**src/rtl/hilo_pkg.sv**
```systemverilog
// Shared types and constants for the HI/LO divide sequencing stage.
package hilo_pkg;

    localparam int DATA_W          = 32;
    localparam int DEFAULT_TIMEOUT = 40;

    typedef enum logic [1:0] {
        IDLE,
        LAUNCH,
        WAIT
    } hilo_state_t;

endpackage

```
**src/rtl/hilo_watchdog.sv**
```systemverilog
// Eight-bit cycle counter that flags expiry once it has counted to TIMEOUT-1.
module hilo_watchdog
    import hilo_pkg::*;
#(
    parameter int TIMEOUT = DEFAULT_TIMEOUT
) (
    input  logic clk,
    input  logic reset,
    input  logic clear,
    input  logic enable,
    output logic expire
);

    logic [7:0] count;

    // The count parks at the expiry value until the next clear.
    always_ff @(posedge clk or negedge reset) begin
        if (!reset) begin
            count <= '0;
        end else if (clear) begin
            count <= '0;
        end else if (enable && !expire) begin
            count <= count + 8'd1;
        end
    end

    assign expire = (count == 8'(TIMEOUT - 1));

endmodule

```
**src/rtl/hilo_unit.sv**
```systemverilog
// Launches the iterative divider, watches for completion and holds the HI/LO result.
module hilo_unit
    import hilo_pkg::*;
#(
    parameter int TIMEOUT = DEFAULT_TIMEOUT
) (
    input  logic              clk,
    input  logic              reset,
    input  logic              start,
    input  logic [DATA_W-1:0] a_in,
    input  logic [DATA_W-1:0] b_in,
    input  logic              mthi,
    input  logic              mtlo,
    input  logic [DATA_W-1:0] wr_data,
    output logic              div_start,
    output logic [DATA_W-1:0] div_a,
    output logic [DATA_W-1:0] div_b,
    input  logic [DATA_W-1:0] div_high,
    input  logic [DATA_W-1:0] div_low,
    input  logic              div_done,
    output logic [DATA_W-1:0] hi,
    output logic [DATA_W-1:0] lo,
    output logic              busy,
    output logic              done,
    output logic              div_zero,
    output logic              timeout_err
);

    hilo_state_t state;
    logic        wd_expire;

    hilo_watchdog #(
        .TIMEOUT (TIMEOUT)
    ) u_watchdog (
        .clk    (clk),
        .reset  (reset),
        .clear  (state == LAUNCH),
        .enable (state == WAIT),
        .expire (wd_expire)
    );

    always_ff @(posedge clk or negedge reset) begin
        if (!reset) begin
            state       <= IDLE;
            div_start   <= 1'b0;
            div_a       <= '0;
            div_b       <= '0;
            hi          <= '0;
            lo          <= '0;
            busy        <= 1'b0;
            done        <= 1'b0;
            div_zero    <= 1'b0;
            timeout_err <= 1'b0;
        end else begin
            div_start   <= 1'b0;
            done        <= 1'b0;
            div_zero    <= 1'b0;
            timeout_err <= 1'b0;
            case (state)
                IDLE: begin
                    if (mthi) hi <= wr_data;
                    if (mtlo) lo <= wr_data;
                    // A zero divisor is trapped here so the divider never sees it.
                    if (start) begin
                        if (b_in == '0) begin
                            div_zero <= 1'b1;
                        end else begin
                            div_a     <= a_in;
                            div_b     <= b_in;
                            div_start <= 1'b1;
                            busy      <= 1'b1;
                            state     <= LAUNCH;
                        end
                    end
                end
                LAUNCH: begin
                    state <= WAIT;
                end
                WAIT: begin
                    // Completion is checked first so it beats a coincident expiry.
                    if (div_done) begin
                        hi    <= div_high;
                        lo    <= div_low;
                        done  <= 1'b1;
                        busy  <= 1'b0;
                        state <= IDLE;
                    end else if (wd_expire) begin
                        timeout_err <= 1'b1;
                        busy        <= 1'b0;
                        state       <= IDLE;
                    end
                end
                default: begin
                    busy  <= 1'b0;
                    state <= IDLE;
                end
            endcase
        end
    end

endmodule
```
**config.mk**
```make
export PLATFORM = sky130hd
export DESIGN_NAME = hilo_unit
export DESIGN_NICKNAME = d
export VERILOG_FILES = /design/src/rtl/hilo_pkg.sv /design/src/rtl/hilo_watchdog.sv /design/src/rtl/hilo_unit.sv
export SDC_FILE = /design/constraint.sdc
export NUM_CORES = 1
export LEC_CHECK = 0
export ABC_AREA = 1
export CAP_MARGIN = 10
export CORE_ASPECT_RATIO = 0.6
export CORE_MARGIN = 2
export CORE_UTILIZATION = 37
export DETAILED_ROUTE_END_ITERATION = 8
export PLACE_DENSITY = 0.79
export SLEW_MARGIN = 20
export SYNTH_ARGS = -nofsm -noshare
export SYNTH_HDL_FRONTEND = slang
export SYNTH_HIERARCHICAL = 1
export SYNTH_SLANG_ARGS = --single-unit
```
**constraint.sdc**
```tcl
create_clock -name clk -period 1.6 [get_ports clk]
set_clock_uncertainty 0.2 [all_clocks]
set_input_delay 0.24 -clock clk [delete_from_list [all_inputs] [get_ports clk]]
set_output_delay 0.24 -clock clk [all_outputs]
set_load 0.005 [all_outputs]
```
==> summary.txt <==
Pwr Density -> 1770 mW/mm^2
initial antenna violation count -> 2
maximum VDD drop -> 0.000940 V
critical path, cell by cell -> inv_2 > nand2_4 > nor2_4 > inv_4 > nand2_8 > buf_6 > buf_16 > nor2_1 > a31oi_1
Max Transition Viols Final -> 0
logic gate share of total power -> 0.480
Tmin final -> 1.67 ns
M3 GR Usage -> 0.0609
Mapped Nets -> 885
Slowest cell on crit path -> dfrtp_1
layout cells sized above 1 -> 0.158
NetSw -> 0.00723 W
vias -> 6,591
worst hold path class -> in -> reg
die area -> 0.0175 mm^2
Clock Pin Slew Worst Setup and Hold Paths -> 0.06 ns
clk sink count -> 143
Yosys cell types -> 22
setup TNS -> -0.581 ns
Starting Density -> 0.377
Clk network pwr share -> 0.210
Worst Slack Setup Final -> -0.0690 ns
Total Wirelength -> 23.6 mm
GRT met2 Usage -> 0.355
CTS tree -> yes
Setup crit start kind -> flop
CTS HTree Levels -> 4
Seq cells post-synth -> 143
synthesized instance count -> 718
Row Count -> 36
placed cell count -> 1,224
DRC viols -> 0
commonest cells after routing, fill and taps aside -> nand2_1, dfrtp_1, dlygate4sd2_1
Ports -> 299
First-pass DRT Iterations -> 5
Slew @ Worst Pin -> 0.311 ns
Final Hold Vio Count -> 1
Layout Cells excl Fill -> 1,333
WL/cell -> 17.7 um
sequential area share after synthesis -> 0.588
met1 Usage GRT -> 0.322
Max stage delay on crit path -> 0.41 ns
Detailed Route Iter0 Violations -> 686
fillers -> 1,246
vias in the first global route -> 5,697
Max FO, Critical Path -> 11
CTS Root Cell -> clkbuf_16
gr ovfl total -> 0
gr busiest metal -> met2
Finished Core Util -> 0.700
Worst-Skew Late Latency -> 0.41 ns
first-pass GRT wire length -> 30.8 mm
post-detail-place hpwl -> 14.3 mm
GRT Resource Usage Total -> 0.227
leading cell type in the layout, fill and taps excluded -> nand2_1
CTS Buf Count -> 17
antenna-violating nets left -> 0
total power -> 0.0201 W
max-cap viol count -> 0
area growth from synthesis to layout -> 85.8%
sequential power share -> 0.311
NumNets Final -> 1,278
Die Wd -> 170 um
Hold WS -> -0.00372 ns
DIE HEIGHT -> 103 um
# port buffers -> 298
total leakage power -> 5.58 nW
placed cell area -> 0.00948 mm^2
maximum clock path buffer count -> 2
Design Area, Final -> 0.0113 mm^2
status -> complete, but fails checks
vias per cell -> 4.94
Synth Area per Inst -> 8.48 um^2
largest net degree at the start of global routing -> 54
Required @ worst endpoint -> 1.72 ns
final clock period utilization by the worst path -> 1.04
failing checks -> negative hold slack, negative setup slack
CP Capture Type -> flop
Pint -> 0.0129 W
Cell Area, Synth -> 0.00609 mm^2
sw frac -> 0.360
Synth Warn # -> 6
Core Area -> 0.0162 mm^2
Slew headroom -> 0.792
# setup viols final -> 29
Routability Congestion -> 0.828
R2R setup slack -> -0.07 ns
Max Clk Rate -> 599 MHz
Arr. time, crit path -> 1.79 ns
RSZ-0062 raised after global routing -> true
Setup CP Type -> reg -> reg
## flip-flops by register name (all words and copies together) (netlist names), 2 cells and up
name / count
state: 2
div_a: 32
u_watchdog/count: 8
hi: 32
lo: 32
div_b: 32
## power by group through the flow
| stage | combinational (W) | clock [W] | sequential [W] |
|---|---|---|---|
| floorplan | 0.00324 | 0 | 0.00635 |
| finish | 0.00963 | 0.00421 | 0.00624 |
| CTS | 0.00787 | 0.00427 | 0.00615 |
| global route | 0.0104 | 0.00445 | 0.00644 |
| global placement | 0.00815 | 0 | 0.00621 |
| detailed placement | 0.00830 | 0 | 0.00626 |
## critical path, delay by kind of cell (launching register included)
family,cells,cell delay [ns]
AOI/OAI and AO/OA,1,0.16
buffers and inverters,4,0.42
DFF,1,0.41
and+or+nand+nor,4,0.37
## synth_stat cells
library cell / count / area [um^2]
nor3_1: 3 / 15.0
buf_2: 19 / 95.1
xor2_1: 1 / 8.76
nand3_1: 11 / 55.1
nor2_4: 2 / 22.5
dfrtp_1: 143 / 3580
a21oi_1: 2 / 10.0
or2_2: 1 / 6.26
nor2_1: 96 / 360
ha_1: 1 / 12.5
nor2_8: 1 / 20.0
buf_6: 6 / 67.6
inv_2: 3 / 11.3
nand4_1: 3 / 18.8
nand2_1: 325 / 1220
nand2_2: 6 / 37.5
inv_1: 16 / 60.1
a31oi_1: 64 / 400
o21ai_0: 1 / 5.00
nor2_2: 3 / 18.8
clkbuf_1: 4 / 15.0
buf_4: 7 / 52.6
## metrics by stage
stage / hold WS [ns] / worst slack [ns]
floorplan: -0.256 / 0.0101
global placement: -0.0591 / -0.492
detailed placement: -0.0535 / -0.512
CTS: 0.0653 / -0.0393
global route: 0.00588 / -0.153
finish: -0.00372 / -0.0690
## cell families after synthesis
family / after synthesis / share of synthesized area
xor+xnor: 1 / 0.00144
fa+ha+maj: 1 / 0.00205
flops: 143 / 0.588
simple gates: 451 / 0.291
compound gates: 67 / 0.0682
buf+inv: 55 / 0.0495
## final timing paths
check | startpoint | endpoint | depth (start not counted)
worst max register to register | state[0] | lo[18] | 9
max in group asynchronous | reset | lo[9] | 3
min in group asynchronous | reset | div_b[15] | 2
worst min-delay path | b_in[1] | div_b[1] | 4
worst min register to register | busy | busy | 2
worst max-delay path | state[0] | lo[18] | 9
## repair_timing
| item | 4_1_cts | 5_1_grt |
|---|---|---|
| pin swaps | 12 | 44 |
| hold buffers | 1 | 31 |
| gates resized for setup | 151 | 108 |
| gates cloned | 2 | 15 |
| endpoints found under the setup margin | 222 | 138 |
| setup buffers | 22 | 8 |
| hold endpoints to repair | 143 | 31 |
## final cells by class
| type | instances | area (um^2) | share of cell area |
|---|---|---|---|
| repair buffers | 410 | 4280 | 0.378 |
| flip-flops and latches | 143 | 3580 | 0.316 |
| multi-input cells | 520 | 2480 | 0.220 |
| clock buffers | 18 | 429 | 0.0379 |
| well taps | 209 | 262 | 0.0231 |
| clock inverters | 12 | 186 | 0.0165 |
| inverters | 19 | 88.8 | 0.00785 |
| diodes | 2 | 5.00 | 0.000442 |
## metal layers
layer  vias to the layer above  wire length, um
li1                       3090                -
met1                      3175            10500
met2                       298            10800
met3                        28             1870
met4                         0              361
met5                         -                0
No activity file was read; power rests on OpenSTA's default activity.
